**config.mk**
```make
export PLATFORM = sky130hd
export DESIGN_NAME = led_sequencer
export DESIGN_NICKNAME = d
export VERILOG_FILES = /design/src/rtl/led_sequencer.sv
export SDC_FILE = /design/constraint.sdc
export NUM_CORES = 1
export LEC_CHECK = 0
export BUFFER_PORTS_ARGS = -buffer_cell sky130_fd_sc_hd__buf_4
export CAP_MARGIN = 5
export CORE_ASPECT_RATIO = 1.25
export CORE_MARGIN = 10
export CORE_UTILIZATION = 40
export CTS_CLUSTER_SIZE = 24
export DETAILED_ROUTE_END_ITERATION = 10
export PLACE_DENSITY = 0.69
export SLEW_MARGIN = 15
export SYNTH_ARGS = -nofsm -noshare
export SYNTH_HDL_FRONTEND = slang
export SYNTH_SLANG_ARGS = --single-unit
```
**constraint.sdc**
```tcl
create_clock -name clock -period 2 [get_ports clock]
set_input_delay 0.4 -clock clock [delete_from_list [all_inputs] [get_ports clock]]
set_output_delay 0.4 -clock clock [all_outputs]
set_load 0.02 [all_outputs]
```
**src/rtl/led_sequencer.sv**
```systemverilog
// led_sequencer: owns the 8-LED bank, plays the boot fill, then arbitrates it between two clients
// Ports:
//   clock            rising-edge clock, single domain
//   reset_n          asynchronous active-low reset
//   req[1:0]         level-sensitive request from client 0/1
//   pattern0/1[7:0]  LED pattern offered by client 0/1
//   fault            synchronous fault level (acted on only with LED_SEQ_FAULT_BLINK_EN)
//   grant[1:0]       one-hot owner of the LEDs, or zero
//   busy             high while the boot animation runs
//   leds[7:0]        registered LED drive
// Build option: define LED_SEQ_FAULT_BLINK_EN to add the full-bank fault blink state.
module led_sequencer #(
  parameter int TICK_CYCLES    = 100_000,
  parameter int MIN_HOLD_TICKS = 4
) (
  input  logic       clock,
  input  logic       reset_n,
  input  logic [1:0] req,
  input  logic [7:0] pattern0,
  input  logic [7:0] pattern1,
  input  logic       fault,
  output logic [1:0] grant,
  output logic       busy,
  output logic [7:0] leds
);
  localparam int TW = $clog2(TICK_CYCLES);
  localparam int HW = $clog2(MIN_HOLD_TICKS + 1);
  localparam logic [TW-1:0] TMAX = TW'(TICK_CYCLES - 1);
  localparam logic [HW-1:0] HMAX = HW'(MIN_HOLD_TICKS);
  typedef enum logic [1:0] {
    s_boot,
    s_idle,
    s_own
`ifdef LED_SEQ_FAULT_BLINK_EN
    , s_fault
`endif
  } state_t;
  state_t state, state_d;
  logic [TW-1:0] tcnt;
  logic [HW-1:0] hold, hold_d;
  logic [7:0] leds_d;
  logic [1:0] grant_d;
  logic busy_d, last_owner, last_d, tick, owner, other, pick;
  assign tick  = tcnt == TMAX;
  assign owner = grant[1];
  assign other = ~owner;
  // With both requesting, the client that did not own last wins; a lone requester always wins.
  assign pick  = req[1] & (~req[0] | ~last_owner);
  // Free-running tick base, never disturbed by state changes so hold and blink stay phase-aligned.
  always_ff @(posedge clock or negedge reset_n)
    if (!reset_n) tcnt <= '0;
    else tcnt <= tick ? '0 : tcnt + TW'(1);
  always_ff @(posedge clock or negedge reset_n)
    if (!reset_n) begin
      state      <= s_boot;
      leds       <= 8'h00;
      grant      <= 2'b00;
      busy       <= 1'b1;
      hold       <= '0;
      last_owner <= 1'b1;
    end else begin
      state      <= state_d;
      leds       <= leds_d;
      grant      <= grant_d;
      busy       <= busy_d;
      hold       <= hold_d;
      last_owner <= last_d;
    end
  always_comb begin
    state_d = state;
    leds_d  = leds;
    grant_d = grant;
    busy_d  = busy;
    hold_d  = hold;
    last_d  = last_owner;
    case (state)
      s_boot: if (tick) begin
        leds_d  = leds == 8'hff ? 8'h00 : {leds[6:0], 1'b1};
        busy_d  = leds != 8'hff;
        state_d = leds == 8'hff ? s_idle : s_boot;
      end
      s_idle: if (|req) begin
        grant_d = pick ? 2'b10 : 2'b01;
        leds_d  = pick ? pattern1 : pattern0;
        hold_d  = '0;
        last_d  = pick;
        state_d = s_own;
      end
      s_own: begin
        leds_d = owner ? pattern1 : pattern0;
        hold_d = (tick && hold != HMAX) ? hold + HW'(1) : hold;
        // Hand off when the owner lets go, or when it has held long enough and the other waits.
        if (req[other] && (!req[owner] || hold == HMAX)) begin
          grant_d = owner ? 2'b01 : 2'b10;
          leds_d  = owner ? pattern0 : pattern1;
          hold_d  = '0;
          last_d  = other;
        end else if (!req[owner]) begin
          grant_d = 2'b00;
          leds_d  = 8'h00;
          state_d = s_idle;
        end
      end
`ifdef LED_SEQ_FAULT_BLINK_EN
      s_fault: begin
        leds_d  = fault ? (tick ? ~leds : leds) : 8'h00;
        state_d = fault ? s_fault : s_idle;
      end
`endif
      default: state_d = s_boot;
    endcase
`ifdef LED_SEQ_FAULT_BLINK_EN
    // Fault overrides boot and arbitration; boot is not resumed afterwards.
    if (fault && state != s_fault) begin
      state_d = s_fault;
      grant_d = 2'b00;
      busy_d  = 1'b0;
      leds_d  = 8'hff;
    end
`endif
  end
`ifndef LED_SEQ_FAULT_BLINK_EN
  logic unused_fault;
  assign unused_fault = fault;
`endif
endmodule

```
==> results.ini, run 1 <==
[synthesis]
syn_avg_cell_area_um2=9.46
post_synth_num_cell_types=55
postSynthNetCount=265
synthMostInstantiatedCell=sky130_fd_sc_hd__dfrtp_1
synth_area_leader_cell=sky130_fd_sc_hd__dfrtp_1
synth_largest_type_area_fraction_pct=35.6
yosysWarningCount=0
synthTopCellsByCount=32 x sky130_fd_sc_hd__dfrtp_1, 25 x sky130_fd_sc_hd__nand2_1, 15 x sky130_fd_sc_hd__nor2_1
synth_sequential_area_ratio_pct=37.9
synth_enable_flop_cells=0
primary_ff_master_synth=sky130_fd_sc_hd__dfrtp_1
synth_cells=238
post_synth_main_area_contributors=sky130_fd_sc_hd__dfrtp_1 36%, sky130_fd_sc_hd__mux2i_1 5.3%, sky130_fd_sc_hd__nand2_1 4.2%
asyncSetResetFlopFracSynth_pct=100
netlist_area_mm2=0.00225
synth_seq_cells=34

[critical_path]
critPathCaptureType=register
critical_path_peak_fanout=7
cp.buffers_inverters=1
cp_top_family=simple AND/OR/NAND/NOR gates
cp-start-kind=register
critical_path.slowest_cell=sky130_fd_sc_hd__dfrtp_1
critPathArrivalTime_ns=2.03
critical_path.max_stage_delay_ns=0.44
timing.setup.critical_path_class=reg2reg
critical_path.cell_chain=nor4b_1 -> and4_4 -> o21a_1 -> buf_4 -> o2111ai_1 -> o211a_1
data_required_time_at_the_worst_endpoint_ns=2.17

[route]
routed-wl-met3_um=257
vias=1941
detailedRoute.firstPassIterationCount=4
drc=0
met1Wirelength_um=2350
met2_wire_length_um=2590
routedWlPerCell_um=15.3
routed.top_layer=met4
routed_via_density=5.63
antenna_left=0
drtIter0Drc=67
totalWireLength_um=5270

[grt]
wire_length_of_the_first_global_routing_pass_um=9050
grt_antenna_before_repair=0
globalRouteTotalUtil_pct=12.0
via_count_of_the_first_global_routing_pass=1956
grt_start_max_net_pins=35
grt-ovfl-total=0

[power]
internal_power_mw=1.75
static_leak_nw=1.18
netSwitchingFraction_pct=38.4
power_frac_comb_pct=48.7
power.clock.fraction_pct=18.0
power_switching_mw=1.09
max-vdd-ir-drop_v=0.000588
power_frac_seq_pct=33.2
cellPowerDensity_mw_per_mm2=1040

[die]
area_enclosed_by_the_die_boundary_mm2=0.00905
die_width_um=87.1
die_h_um=104
core_area_mm2=0.00544
design.portCount=32
initial_utilization_pct=41.4
std_cell_rows=30

[status]
run_status=finished, final reports clean

[timing]
rsz0062_at_grt=false
report.final.hold_viol_count=0
fin_worst_skew_ns=0.00289
hold-worst-slack_ns=0.0464
final-setup-viol-count=0
timing.max_slew.rel_slack_pct=70.7
fin_crit_ns=1.86
report.final.slew_viol_count=0
fmaxAchievable_mhz=538
setup_total_negative_slack_ns=0
timing_worst_slew_pin_value_ns=0.436
layout_worst_path_cycle_share_pct=92.9

[job]
drv_cap=0

[place]
gpl_congestion=0.869
placed_area_mm2=0.00262
hpwlAfterDp_um=3990
portBuffers=30

[clocking]
cts_tree=done
tritoncts.num_buffers=5
clockRootBuffer=sky130_fd_sc_hd__clkbuf_8
postCtsSetupBuffers=0
h-tree-depth=2
clkSinkCount=34
worst_setup_hold_path_clk_slew_ns=0.06
ctsLongestPathBuffers=2
clk_latency_ns=0.28
cts.hold.buffers_added=0

[final_layout]
final_cell_area_excluding_filler_cells_mm2=0.00273
flow.area_growth_from_synthesis_pct=21.3
insertedDiodeCount=0
layout.core_utilization_pct=50.2
drive_gt1_share_pct=25.3
nNetsFinal=307

[min_path]
holdCritPathClass=in2async

==> final timing paths <==
kind | to | slack (ns) | cells past startpoint | start
setup / recovery | leds[1] | 0.14 | 6 | tcnt[12]
hold / removal | tcnt[2] | 0.05 | 1 | reset_n
setup reg to reg | leds[1] | 0.14 | 6 | tcnt[12]
hold reg to reg | busy | 0.48 | 2 | busy
max in group asynchronous | last_owner | 1.62 | 1 | reset_n
min in group clock | busy | 0.48 | 2 | busy
==> layer usage <==
layer,global-route usage [%],vias up
met1,14.2,936
li1,-,960
met5,0,-
met4,5.48,0
met3,3.29,6
met2,19.4,39
==> per-stage QoR <==
stage                     total power [mW]  cells  setup slack, ns
after global placement                2.33    337           0.0868
after global routing                  3.07    345          0.00967
final                                 2.85    345            0.141
after CTS                             2.87    345           0.0508
after detailed placement              2.34    337           0.0259
after floorplan                       1.87    238           0.0216
==> worst register-to-register path: cells and delay by family, from the launching register on <==
kind / cells / cell delay (ns)
and+or+nand+nor: 2 / 0.67
buffers and inverters: 1 / 0.17
AOI/OAI and AO/OA: 3 / 0.48
DFF: 1 / 0.44
==> timing repair <==
action	4_1_cts	5_1_grt
endpoints found under the setup margin	1	2
resized for setup	2	3
endpoints found under the hold margin	0	0
==> state kept, by name, indices dropped and copies added (netlist names) <==
name        flops
busy            1
last_owner      1
tcnt           17
state           2
leds            8
grant           2
hold            3
==> cell usage in the layout, fill, tap and decap left out, drive strengths merged, types with 2 or more instances in the layout <==
| master | n |
|---|---|
| clkbuf | 7 |
| nor2 | 15 |
| inv | 11 |
| o21ai | 7 |
| a21oi | 5 |
| nand2b | 3 |
| o31a | 2 |
| nor3 | 4 |
| mux2i | 12 |
| dfstp | 2 |
| o221a | 5 |
| xor2 | 6 |
| o2111ai | 7 |
| nor2b | 2 |
| o211ai | 3 |
| nand4b | 3 |
| mux2 | 7 |
| nand3 | 12 |
| buf | 48 |
| ha | 6 |
| nand2 | 25 |
| and2 | 7 |
| and4 | 2 |
| and3 | 3 |
| o21a | 2 |
| a21bo | 2 |
| dfrtp | 32 |
| nand4 | 7 |
| xnor2 | 9 |
| o22ai | 3 |
| a22o | 2 |
==> cell type report <==
class	instances	area, µm²
fillers	498	2710
clock inverters	1	5.00
inverters	11	41.3
repair buffers	48	360
clock buffers	7	86.3
flip-flops and latches	34	853
well taps	64	80.1
multi-input cells	180	1310
==> cell families (layout without fill, tap and decap cells) <==
family	count (synthesis)	after routing	synth area share, %
simple gates	89	89	20.6
mux	19	19	8.84
xor+xnor	15	15	5.84
flops	34	34	37.9
compound gates	51	51	18.3
fa+ha+maj	6	6	3.34
buf+inv	24	67	5.17
==> power groups by stage <==
stage	combinational (mW)	clock [mW]	sequential [mW]
final	1.39	0.514	0.946
after floorplan	0.834	0	1.03
after CTS	1.40	0.536	0.941
after global routing	1.54	0.565	0.965
after global placement	1.37	0	0.952
after detailed placement	1.39	0	0.949
No activity file was read; power rests on OpenSTA's default activity.
==> inputs of run 2 (changes only) <==
--- a/config.mk
+++ b/config.mk
@@ -9,10 +9,10 @@
 export CAP_MARGIN = 5
 export CORE_ASPECT_RATIO = 1.25
 export CORE_MARGIN = 10
-export CORE_UTILIZATION = 40
+export CORE_UTILIZATION = 35
 export CTS_CLUSTER_SIZE = 24
 export DETAILED_ROUTE_END_ITERATION = 10
-export PLACE_DENSITY = 0.69
+export PLACE_DENSITY = 0.63
 export SLEW_MARGIN = 15
 export SYNTH_ARGS = -nofsm -noshare
 export SYNTH_HDL_FRONTEND = slang
==> results.ini, run 2 (synthesis gave the netlist of run 1 again) <==
[timing]
report.final.slew_viol_count=0  ; unchanged
fin_worst_skew_ns=0.00956  ; +0.00667 ns
layout_worst_path_cycle_share_pct=94.9  ; +2.0 points
hold-worst-slack_ns=0.0619  ; +0.0155 ns
final-setup-viol-count=0  ; unchanged
report.final.hold_viol_count=0  ; unchanged
fin_crit_ns=1.90  ; +0.0392 ns
fmaxAchievable_mhz=527  ; -2.1%
timing_worst_slew_pin_value_ns=0.462  ; +0.0257 ns
timing.max_slew.rel_slack_pct=69.0  ; -1.7 points

[final_layout]
multi_input_gate_area_mm2=0.00130  ; -0.58%
layout.core_utilization_pct=44.4  ; -5.8 points
number_of_fillers_in_the_final_layout=611  ; +23%
largest_reg_flops=17  ; unchanged
insertedDiodeCount=0  ; unchanged
final_common_cell=sky130_fd_sc_hd__buf_4
flow.area_growth_from_synthesis_pct=22.5
regMostFlops=tcnt
reg.largest.list=tcnt x17, leds x8, hold x3
area.sequential_um2=853  ; unchanged
drive_gt1_share_pct=26.1  ; +0.88 points
most-common-layout-cells=50 x sky130_fd_sc_hd__buf_4, 32 x sky130_fd_sc_hd__dfrtp_1, 25 x sky130_fd_sc_hd__nand2_1
nNetsFinal=309  ; +0.65%

[clocking]
clkSinkCount=34  ; unchanged
tritoncts.num_buffers=5  ; unchanged
ctsLongestPathBuffers=2  ; unchanged
cts_tree=done
worst_setup_hold_path_clk_slew_ns=0.07  ; about the same
clk_latency_ns=0.28  ; about the same
h-tree-depth=2  ; unchanged
clockRootBuffer=sky130_fd_sc_hd__clkbuf_8
cts.hold.buffers_added=0  ; unchanged

[die]
core_area_mm2=0.00621  ; +14%
initial_utilization_pct=36.3  ; -5.1 points
die_width_um=91.7  ; +5.3%
area_enclosed_by_the_die_boundary_mm2=0.0101  ; +11%
die_h_um=110  ; +5.6%
design.portCount=32  ; unchanged
std_cell_rows=32  ; +6.7%

[grt]
via_count_of_the_first_global_routing_pass=1873  ; -4.2%
grt_antenna_before_repair=0  ; unchanged
wire_length_of_the_first_global_routing_pass_um=8760  ; -3.2%
globalRouteTotalUtil_pct=10.3  ; -1.7 points
grt-ovfl-total=0  ; unchanged
grt_start_max_net_pins=35  ; unchanged

[place]
gpl_congestion=0.813  ; -6.5%
hpwlAfterDp_um=3970  ; -0.57%
portBuffers=30  ; unchanged

[status]
run_status=finished, final reports clean

[route]
detailedRoute.firstPassIterationCount=4  ; unchanged
routedWlPerCell_um=14.1  ; -7.9%
antenna_left=0  ; unchanged
routed_via_density=5.20  ; -7.6%
vias=1913  ; -1.4%
drc=0  ; unchanged
drtIter0Drc=117  ; +75%
totalWireLength_um=5180  ; -1.7%

[power]
cellPowerDensity_mw_per_mm2=1020  ; -2.4%
max-vdd-ir-drop_v=0.000519  ; -12%
static_leak_nw=1.18  ; +0.29%

[critical_path]
timing.setup.critical_path_class=reg2reg
reg2reg_from=tcnt[0]
cp-start-kind=register
critPathArrivalTime_ns=2.06  ; +0.03 ns
critical_path_peak_fanout=10  ; +3
crit_start=tcnt[0]
critPathCaptureType=register
data_required_time_at_the_worst_endpoint_ns=2.16  ; about the same

[min_path]
holdCritPathClass=in2async

[job]
drv_cap=0  ; unchanged

-- run 2: cell count changes in the layout (fill, tap and decap cells not counted) --
| cell | delta |
|---|---|
| sky130_fd_sc_hd__buf_4 | +2 |
| sky130_fd_sc_hd__clkbuf_8 | -1 |
| sky130_fd_sc_hd__clkinv_2 | +1 |
| sky130_fd_sc_hd__ha_2 | +1 |
| sky130_fd_sc_hd__ha_4 | -1 |
| sky130_fd_sc_hd__nor3_1 | -1 |
| sky130_fd_sc_hd__nor3_2 | +1 |
| sky130_fd_sc_hd__o2111ai_1 | +1 |
| sky130_fd_sc_hd__o2111ai_2 | -1 |
| sky130_fd_sc_hd__o21ai_1 | -1 |
| sky130_fd_sc_hd__o21ai_2 | +1 |
-- run 2: report_power, final --
part / internal, mW / switching [mW] / total (mW)
Clock: 0.241 / 0.231 / 0.472
Combinational: 0.658 / 0.722 / 1.38
Sequential: 0.817 / 0.134 / 0.952
-- run 2: metal layers --
metal / global-route usage, % / routed length (µm) / vias up
met5: 0 / 0 / -
met4: 2.98 / 26 / 0
met3: 2.11 / 181 / 2
met2: 18.0 / 2510 / 25
met1: 12.7 / 2460 / 924
li1: - / - / 962
-- run 2: worst max-delay path, stage by stage (launching register included) --
cell	delay, ns
sky130_fd_sc_hd__dfrtp_1	0.38
sky130_fd_sc_hd__ha_2	0.19
sky130_fd_sc_hd__and4_1	0.24
sky130_fd_sc_hd__and4_4	0.24
sky130_fd_sc_hd__buf_4	0.17
sky130_fd_sc_hd__nand2b_1	0.10
sky130_fd_sc_hd__a21o_1	0.20
sky130_fd_sc_hd__mux2_2	0.26
-- run 2: final timing paths --
path | to | slack, ns | cells past startpoint
worst max-delay path | hold[0] | 0.10 | 7
worst max register to register | hold[0] | 0.10 | 7
worst min register to register | tcnt[14] | 0.50 | 1
max in group asynchronous | last_owner | 1.60 | 1
worst min-delay path | tcnt[0] | 0.06 | 1
min in group clock | tcnt[14] | 0.50 | 1
-- run 2: repair_timing --
item | 4_1_cts | 5_1_grt
resized for setup | 0 | 4
hold endpoints to repair | 0 | 0
setup endpoints to repair | 0 | 11
buffers inserted | 0 | 1
-- run 2: area by class of cell --
class,instances,area share (%)
timing repair buffer,50,13.6
clock inverter,2,0.363
inverter,11,1.50
sequential,34,31.0
tap,85,3.86
multi-input combinational,180,47.1
clock buffer,6,2.63
-- run 2: per-stage QoR --
step | setup TNS (ns) | std cells | setup slack, ns | area [µm²] | power [mW]
finish | 0 | 368 | 0.102 | 2760 | 2.80
global placement | 0 | 359 | 0.103 | 2650 | 2.33
CTS | 0 | 367 | 0.0410 | 2740 | 2.82
detailed placement | 0 | 359 | 0.0640 | 2650 | 2.33
floorplan | 0 | 238 | 0.0216 | 2250 | 1.87
global route | -0.00709 | 368 | -0.00709 | 2760 | 3.00
==> inputs of run 3 (changes only) <==
--- a/config.mk
+++ b/config.mk
@@ -13,6 +13,7 @@
 export CTS_CLUSTER_SIZE = 24
 export DETAILED_ROUTE_END_ITERATION = 10
 export PLACE_DENSITY = 0.63
+export SETUP_SLACK_MARGIN = 0.5
 export SLEW_MARGIN = 15
 export SYNTH_ARGS = -nofsm -noshare
 export SYNTH_HDL_FRONTEND = slang
==> results.ini, run 3 (synthesis gave the netlist of run 1 again) <==
[die]
std_cell_rows=32  ; unchanged
core_area_mm2=0.00621  ; unchanged
die_width_um=91.7  ; unchanged
area_enclosed_by_the_die_boundary_mm2=0.0101  ; unchanged
design.portCount=32  ; unchanged
initial_utilization_pct=36.3  ; unchanged
die_h_um=110  ; unchanged

[clocking]
h-tree-depth=2  ; unchanged
worst_setup_hold_path_clk_slew_ns=0.07  ; about the same
tritoncts.num_buffers=5  ; unchanged
clockRootBuffer=sky130_fd_sc_hd__clkbuf_8
cts_tree=done
clkSinkCount=34  ; unchanged
ctsLongestPathBuffers=2  ; unchanged
cts.hold.buffers_added=0  ; unchanged
clk_latency_ns=0.29  ; about the same

[timing]
final-setup-viol-count=0  ; unchanged
fmaxAchievable_mhz=569  ; +8.1%
report.final.slew_viol_count=0  ; unchanged
timing.max_slew.rel_slack_pct=71.6  ; +2.6 points
fin_ws_ns=0.244  ; +0.142 ns
setup_total_negative_slack_ns=0  ; unchanged
timing_worst_slew_pin_value_ns=0.426  ; -0.0356 ns
fin_crit_ns=1.76  ; -0.142 ns
hold-worst-slack_ns=0.0410  ; -0.0209 ns
fin_worst_skew_ns=0.00518  ; -0.00438 ns
report.final.hold_viol_count=0  ; unchanged
layout_worst_path_cycle_share_pct=87.8  ; -7.1 points
rsz0062_at_grt=true

[route]
vias=2139  ; +12%
routed.top_layer=met4
met1Wirelength_um=2660  ; +8.3%
totalWireLength_um=6350  ; +23%
drtIter0Drc=97  ; -17%
antenna_left=0  ; unchanged
drc=0  ; unchanged
routed_via_density=5.39  ; +3.6%
routedWlPerCell_um=16.0  ; +14%
met2_wire_length_um=3350  ; +33%
detailedRoute.firstPassIterationCount=4  ; unchanged
routed-wl-met3_um=228  ; +26%

[grt]
grt-ovfl-total=0  ; unchanged
wire_length_of_the_first_global_routing_pass_um=9810  ; +12%
grt_start_max_net_pins=35  ; unchanged
grt_antenna_before_repair=0  ; unchanged
globalRouteTotalUtil_pct=12.0  ; +1.6 points
via_count_of_the_first_global_routing_pass=2021  ; +7.9%

[final_layout]
reg.largest.list=tcnt x17, leds x8, hold x3
drive_gt1_share_pct=50.3  ; +24 points
area.sequential_um2=858  ; +0.59%
most-common-layout-cells=65 x sky130_fd_sc_hd__buf_4, 28 x sky130_fd_sc_hd__dfrtp_1, 19 x sky130_fd_sc_hd__nand2_1
regMostFlops=tcnt
layout.core_utilization_pct=54.2  ; +9.7 points
largest_reg_flops=17  ; unchanged
final_common_cell=sky130_fd_sc_hd__buf_4
multi_input_gate_area_mm2=0.00159  ; +22%
insertedDiodeCount=0  ; unchanged
flow.area_growth_from_synthesis_pct=49.3
nNetsFinal=339  ; +9.7%
number_of_fillers_in_the_final_layout=536  ; -12%

[critical_path]
critical_path_peak_fanout=8  ; -2
timing.setup.critical_path_class=reg2reg
critPathMostFrequentCell=sky130_fd_sc_hd__o21a_4
critPathArrivalTime_ns=1.93  ; -0.13 ns
data_required_time_at_the_worst_endpoint_ns=2.17  ; about the same
critical_path.max_stage_delay_ns=0.42  ; +0.04 ns
cp-start-kind=register
critPathCaptureType=register
critical_path.cell_chain=inv_2 -> ha_4 -> or3b_4 -> o21a_4 -> o21a_4 -> o221a_1
critical_path.slowest_cell=sky130_fd_sc_hd__dfrtp_1

[power]
cellPowerDensity_mw_per_mm2=983  ; -3.4%
design_power_total_mw=3.30  ; +18%
static_leak_nw=1.42  ; +21%
max-vdd-ir-drop_v=0.000529  ; +2.0%

[place]
placement.setup.worst_slack_ns=0.0814  ; +0.0175 ns
gpl_congestion=0.828  ; +1.8%
portBuffers=30  ; unchanged
hpwlAfterDp_um=4010  ; +1.0%

[job]
drv_cap=0  ; unchanged

[min_path]
holdCritPathClass=in2async

[status]
run_status=finished, final reports clean

## run 3: worst paths after layout
check | depth (start not counted) | slack (ns) | startpoint | endpoint
setup / recovery | 6 | 0.24 | state[1] | leds[5]
hold / removal | 1 | 0.04 | reset_n | leds[2]
setup reg to reg | 6 | 0.24 | state[1] | leds[5]
hold reg to reg | 1 | 0.50 | tcnt[14] | tcnt[14]
max in group asynchronous | 1 | 1.62 | reset_n | last_owner
min in group clock | 1 | 0.50 | tcnt[14] | tcnt[14]
## run 3: what timing repair did
item | CTS | global route
buffers inserted | 15 | 17
pin swaps | 22 | 22
resized for setup | 46 | 42
endpoints found under the setup margin | 21 | 29
cloned | 0 | 1
## run 3: layout make-up
type,instances,share of cell area [%]
tap,85,3.16
sequential,34,25.5
timing repair buffer,80,20.3
inverter,11,1.23
clock buffer,7,2.57
multi-input combinational,180,47.2
## run 3: per-stage QoR
| step | instances | area, µm² |
|---|---|---|
| 2_1_floorplan | 238 | 2270 |
| 3_3_place_gp | 357 | 2650 |
| 3_5_place_dp | 357 | 2650 |
| 4_1_cts | 379 | 3040 |
| 5_1_grt | 397 | 3360 |
| 6_report | 397 | 3360 |
## run 3: report_power, final
part / switching [mW] / leakage [nW] / internal, mW
combinational: 0.931 / 0.961 / 0.900
clock: 0.244 / 0.0443 / 0.273
sequential: 0.134 / 0.417 / 0.821
total: 1.31 / 1.42 / 1.99
## run 3: layer usage
| layer | up-vias | global-route usage (%) |
|---|---|---|
| li1 | 1024 | - |
| met1 | 1055 | 13.5 |
| met2 | 48 | 21.6 |
| met3 | 12 | 3.14 |
| met4 | 0 | 3.97 |
| met5 | - | 0 |
## run 3: critical path, delay by kind of cell, from the launching register on
kind | cells | cell delay (ns)
buffers and inverters | 1 | 0.11
AND/OR/NAND/NOR | 1 | 0.40
adder cells (fa/ha/maj) | 1 | 0.13
flip-flops | 1 | 0.42
AO/OA/AOI/OAI | 3 | 0.57
